===== config.mk =====
export PLATFORM = sky130hd
export DESIGN_NAME = mips_multicycle_ctrl
export DESIGN_NICKNAME = d
export VERILOG_FILES = /design/src/rtl/mips_multicycle_ctrl.sv
export SDC_FILE = /design/constraint.sdc
export NUM_CORES = 1
export LEC_CHECK = 0
export BUFFER_PORTS_ARGS = -buffer_cell sky130_fd_sc_hd__buf_2
export CAP_MARGIN = 25
export CORE_AREA = 2 2 39 41
export DETAILED_ROUTE_END_ITERATION = 7
export DIE_AREA = 0 0 41 43
export PLACE_DENSITY = 0.67
export SLEW_MARGIN = 20
export SYNTH_ARGS = -nofsm -noshare
export SYNTH_HDL_FRONTEND = slang
export SYNTH_SLANG_ARGS = --single-unit

===== constraint.sdc =====
create_clock -name clk -period 2.1 [get_ports clk]
set_input_delay 0.63 -clock clk [delete_from_list [all_inputs] [get_ports clk]]
set_output_delay 0.63 -clock clk [all_outputs]
set_load 0.02 [all_outputs]

===== src/rtl/mips_multicycle_ctrl.sv =====
// Moore control FSM for a shared-memory multi-cycle MIPS datapath.
// Sequences each instruction over 3-5 states, with optional memory wait states.
module mips_multicycle_ctrl #(
  parameter int unsigned OP_W         = 6,
  parameter bit          MEM_WAIT_EN  = 1'b0,
  parameter bit          ILLEGAL_MODE = 1'b0
) (
  input  logic            clk,
  input  logic            rst_n,
  input  logic [OP_W-1:0] opcode,
  input  logic            zero,
  input  logic            mem_ready,
  output logic            pc_en,
  output logic            iord,
  output logic            mem_read,
  output logic            mem_write,
  output logic            ir_write,
  output logic            reg_dst,
  output logic            mem_to_reg,
  output logic            reg_write,
  output logic            extd,
  output logic            alu_src_a,
  output logic [1:0]      alu_src_b,
  output logic [1:0]      alu_op,
  output logic [1:0]      pc_src,
  output logic            illegal_op,
  output logic [3:0]      state
);

  localparam logic [OP_W-1:0] OpRtype = OP_W'(6'h00);
  localparam logic [OP_W-1:0] OpJ     = OP_W'(6'h02);
  localparam logic [OP_W-1:0] OpBeq   = OP_W'(6'h04);
  localparam logic [OP_W-1:0] OpAddi  = OP_W'(6'h08);
  localparam logic [OP_W-1:0] OpLw    = OP_W'(6'h23);
  localparam logic [OP_W-1:0] OpSw    = OP_W'(6'h2B);

  typedef enum logic [3:0] {
    StFetch  = 4'd0,
    StDecode = 4'd1,
    StMemAdr = 4'd2,
    StMemRd  = 4'd3,
    StMemWb  = 4'd4,
    StMemWr  = 4'd5,
    StExec   = 4'd6,
    StAluWb  = 4'd7,
    StBranch = 4'd8,
    StAddiEx = 4'd9,
    StAddiWb = 4'd10,
    StJump   = 4'd11
  } state_e;

  state_e state_q, state_d;
  logic   mem_done;
  logic   op_known;
  logic   pc_write;
  logic   branch;

  // Without wait states every memory access completes in one cycle.
  assign mem_done = !MEM_WAIT_EN || mem_ready;
  assign op_known = (opcode == OpRtype) || (opcode == OpJ) || (opcode == OpBeq) ||
                    (opcode == OpAddi) || (opcode == OpLw) || (opcode == OpSw);
  assign state    = state_q;

  always_ff @(posedge clk or negedge rst_n) begin
    if (!rst_n) begin
      state_q <= StFetch;
    end else begin
      state_q <= state_d;
    end
  end

  always_comb begin
    state_d = StFetch;
    case (state_q)
      StFetch:  state_d = mem_done ? StDecode : StFetch;
      StDecode: begin
        if (opcode == OpRtype)                        state_d = StExec;
        else if (opcode == OpAddi)                    state_d = StAddiEx;
        else if (opcode == OpLw || opcode == OpSw)    state_d = StMemAdr;
        else if (opcode == OpBeq)                     state_d = StBranch;
        else if (opcode == OpJ)                       state_d = StJump;
        else                                          state_d = ILLEGAL_MODE ? StFetch : StExec;
      end
      StMemAdr: state_d = (opcode == OpLw) ? StMemRd : StMemWr;
      StMemRd:  state_d = mem_done ? StMemWb : StMemRd;
      StMemWb:  state_d = StFetch;
      StMemWr:  state_d = mem_done ? StFetch : StMemWr;
      StExec:   state_d = StAluWb;
      StAluWb:  state_d = StFetch;
      StAddiEx: state_d = StAddiWb;
      StAddiWb: state_d = StFetch;
      StBranch: state_d = StFetch;
      StJump:   state_d = StFetch;
      default:  state_d = StFetch;
    endcase
  end

  always_comb begin
    iord       = 1'b0;
    mem_read   = 1'b0;
    mem_write  = 1'b0;
    ir_write   = 1'b0;
    reg_dst    = 1'b0;
    mem_to_reg = 1'b0;
    reg_write  = 1'b0;
    extd       = 1'b0;
    alu_src_a  = 1'b0;
    alu_src_b  = 2'b00;
    alu_op     = 2'b00;
    pc_src     = 2'b00;
    illegal_op = 1'b0;
    pc_write   = 1'b0;
    branch     = 1'b0;
    case (state_q)
      StFetch: begin
        mem_read  = 1'b1;
        alu_src_b = 2'b01;
        // IR and PC must not advance until the fetch data is actually valid.
        ir_write  = mem_done;
        pc_write  = mem_done;
      end
      StDecode: begin
        alu_src_b  = 2'b11;
        extd       = 1'b1;
        illegal_op = ILLEGAL_MODE && !op_known;
      end
      StMemAdr, StAddiEx: begin
        alu_src_a = 1'b1;
        alu_src_b = 2'b10;
        extd      = 1'b1;
      end
      StMemRd: begin
        iord     = 1'b1;
        mem_read = 1'b1;
      end
      StMemWb: begin
        mem_to_reg = 1'b1;
        reg_write  = 1'b1;
      end
      StMemWr: begin
        iord      = 1'b1;
        mem_write = 1'b1;
      end
      StExec: begin
        alu_src_a = 1'b1;
        alu_op    = 2'b10;
      end
      StAluWb: begin
        reg_dst   = 1'b1;
        reg_write = 1'b1;
      end
      StAddiWb: reg_write = 1'b1;
      StBranch: begin
        alu_src_a = 1'b1;
        alu_op    = 2'b01;
        pc_src    = 2'b01;
        branch    = 1'b1;
      end
      StJump: begin
        pc_src   = 2'b10;
        pc_write = 1'b1;
      end
      default: ;
    endcase
    pc_en = pc_write | (branch & zero);
  end

endmodule


# After elaboration in Yosys (flattened, before gate mapping)
# Cells that the tools add are included.
# word_totals
out_inout_bits	21
in_bits	10
reg_bits	4
# op_classes
bitwise	2
reduce_logical	10
mux	21
eq_ne	16
# ops
op	n
$pmux W4 S6	1
$mux W4	5
$eq A4 B3 Y1 const B	4
$eq A4 B4 Y1 const B	4
$eq A6 B6 Y1 const B	2
$mux W1	11
$eq A4 B2 Y1 const B	2
$pmux W2 S2	2
$reduce_or A2 Y1	4
$eq A6 B2 Y1 const B	1
$eq A6 B3 Y1 const B	1
$eq A6 B4 Y1 const B	1
$logic_not A6 Y1	1
$pmux W2 S3	1
$reduce_or A3 Y1	2
$eq A4 B1 Y1 const B	1
$logic_not A4 Y1	1
$reduce_or A4 Y1	1
$mux W3	1
$and A1 B1 Y1	1
$logic_or A1 B1 Y1	1
$or A1 B1 Y1	1

# Logic depth before layout (Yosys ltp)
# depth
ltp_word	7
ltp_mapped	5
mapped_depth_nobuf	4

# Least setup slack after synthesis
# No wires, ideal clock.
# synth_path
path_type	register to output
start	register state_q[3] (netlist: state[3])
end	output port pc_src[0]
arrival_ns	1.494
stages_incl_launch_ff	5
path_buffers	2
setup_slack_ns	-0.024
path_cell_list	dfrtp_1 > buf_4 > nand2b_1 > nor3_1 > buf_4
# synth_between
elab_chain_cells	2
# synth_rtl
item	line	source
start, declared	52	state_e state_q, state_d;
start signal, assigned	66	state_q <= StFetch;
start signal, assigned	68	state_q <= state_d;
$eq A4 B4 Y1	114	case (state_q)
$pmux W2 S2 *	114	
end, declared	25	output logic [1:0] pc_src,
# Mark *: on every way between the ends. The rest lies on a longest branch, timed or not.

# Worst setup path in the final report
# layout_path
start	register state_q[2] (netlist: state[2])
end	output port reg_write
# layout_between
elab_chain_cells	3
# layout_rtl
item	line	source
$eq A4 B4 Y1 / $eq A4 B3 Y1 (equally long branches)	114	
$reduce_or A3 Y1 (no source line) *	--	
$mux W1 *	114	
end, declared	20	output logic reg_write,
# Marks and branches as above.

==> impl_metrics.ini <==
[sta]
fmax_ghz = 0.490
slew_violations = 0
grt_setup_unrepaired = no
min_period_over_period_pct = 97.2
skew_ns = 0.00126
finalHoldViolCount = 0
finalCriticalPeriod_ns = 2.04
finalSetupViolations = 0
fin_setup_tns_ns = 0

[grt]
grt_pass1_wl_um = 1790
grt_max_degree = 14
antenna_found_initial = 0
grt_pass1_vias = 466
grtUsageTotal_pct = 14.9
grt-ovfl-total = 0

[floorplanning]
die_y_um = 43
num_rows = 14
initial_core_util_pct = 31.5
dieArea_um2 = 1760
fp.coreArea_um2 = 1380
ios = 31
die_w_um = 41

[placed_design]
placed_cell_area_um2 = 593
dp_hpwl_um = 908
io_buffers = 28
gp_congestion = 0.811

[synth]
synth_top_area_share_pct = 23.0
yosysMostFrequentCell = nor2_1
synth_common_cells = nor2_1 (10), a21oi_1 (4), dfrtp_1 (4)
synth_ff_type = dfrtp_1
synth_edf_count = 0
synth_cell_types = 30
synth_warnings = 0
ys_seq_area_share_pct = 23.0
synth_seq_cells = 4
synth-simple-area-share_pct = 32.5
synth_compound_area_share_pct = 24.4
synthMuxAreaShare_pct = 2.59
synth.avg_cell_area_um2 = 7.38
async_flop_share_pct = 100
synth_top_cells_by_area = dfrtp_1 (23%), nor2_1 (8.6%), xor2_1 (6.0%), buf_4 (5.2%), a21oi_1 (4.6%)
synth_area_leader_cell = dfrtp_1
synth_top_family_by_area = simple AND/OR/NAND/NOR gates
syn_inst = 59
synthAdderAreaFrac_pct = 0
syn-cell-area_um2 = 435
syn_nets = 69
yosys.area_share.xor_xnor_pct = 6.03

[setup_path]
start_kind = register
crit_type = register to primary output
critPathArrivalTime_ns = 1.41
path_max_fanout = 4
worstPathRequired_ns = 1.47
r2r_slack_ns = 0.83
endpoint_kind = primary output

[detailed_routing]
via_per_inst = 5.15
drtAntennaViolNets = 0
met3WireLength_um = 80
dr.pass1.iters = 4
drt-initial-drc-count = 7
drcViolationCount = 0
wl_met1_um = 463
highest_layer = met4
num_vias = 546
drt-total-wl_um = 1180
wire_per_inst_um = 11.2
wl_met2_um = 621

[clocking]
path_clk_slew_ns = 0.04
clk_path_buf_depth = 2
cts_tree = yes
htree_levels = 1
clock_latency_ns = 0.24
cts_buffers = 3
hold_buffers = 0
clock-sinks = 4
cts-root-buf = clkbuf_4

[power]
p_per_area_nw_per_um2 = 1540
switchingPower_w = 0.000549
p_sw_share_pct = 54.2
p_comb_share_pct = 75.6
totalPowerFinal_w = 0.00101
pwr-share-clk_pct = 9.9
vdd_ir_drop_max_v = 0.000631
power_leakage_nw = 0.333
p_seq_share_pct = 14.5
power.internal_w = 0.000465

[outcome]
status = finished clean

[final_layout]
regArea_um2 = 103
largest_register_ff_count = 4
final.fill_count = 143
multi_input_area_um2 = 308
final_nets = 102
syn2layout_area_growth_pct = 50.9
diodes = 0
final_cell_area_um2 = 657
drive_gt1_share_pct = 53.3

[job]
drv_cap = 0

[hold_path]
hp-class = input port to async pin
-- layout make-up --
class / count / share of cell area (%)
multi-input cells: 47 / 46.9
repair buffers: 34 / 29.1
flip-flops and latches: 4 / 15.6
clock buffers: 3 / 3.43
well taps: 16 / 3.05
inverters: 2 / 1.90
-- final timing paths --
check / start / depth (start not counted) / end
hold / removal: rst_n / 1 / state[0]
hold reg to reg: state[0] / 2 / state[3]
setup / recovery: state[2] / 4 / reg_write
max in group asynchronous: rst_n / 1 / state[3]
min in group clk: state[0] / 2 / state[3]
setup reg to reg: state[2] / 4 / state[2]
-- repair_timing --
action / in CTS / in global routing
endpoints found under the setup margin: 1 / 1
gates resized for setup: 2 / 7
buffers inserted: 0 / 2
-- kinds of logic after synthesis --
logic type      after synthesis
other cells                   1
mux                           1
compound gates               16
flops                         4
simple gates                 26
xor+xnor                      3
buf+inv                       8
-- per-stage QoR --
stage / hold slack, ns / utilization [%] / setup WS, ns / cells
6_report: 0.184 / 47.5 / 0.0598 / 106
2_1_floorplan: 0.334 / - / 0.0625 / 59
3_5_place_dp: 0.438 / 42.9 / 0.244 / 101
3_3_place_gp: 0.435 / 42.9 / 0.253 / 101
4_1_cts: 0.175 / 44.7 / 0.00782 / 104
5_1_grt: 0.182 / 47.5 / 0.00387 / 106
-- worst max-delay path: stages, from the launching register on --
cell	delay, ns
dfrtp_1	0.41
nand2b_2	0.23
mux2_2	0.28
o22ai_2	0.12
buf_6	0.14
-- per-layer routing --
| layer | vias to the layer above | track usage, % |
|---|---|---|
| li1 | 276 | - |
| met1 | 249 | 16.3 |
| met2 | 19 | 23.1 |
| met3 | 2 | 5.24 |
| met4 | 0 | 9.33 |
| met5 | - | 0 |
-- power groups by stage --
stage          sequential, W  clock (W)  combinational, W
2_1_floorplan       0.000171          0          0.000475
3_3_place_gp        0.000141          0          0.000730
3_5_place_dp        0.000139          0          0.000735
4_1_cts             0.000140   0.000106          0.000737
5_1_grt             0.000152   0.000108          0.000837
6_report            0.000147   0.000100          0.000767
-- cells in the final DEF, fill, tap and decap left out, types with 3 or more instances in the layout --
master,count
clkbuf_4,3
buf_2,27
a21oi_1,4
nor2_1,10
buf_4,6
xor2_1,3
Note: power is estimated with default switching activity, not from simulation.
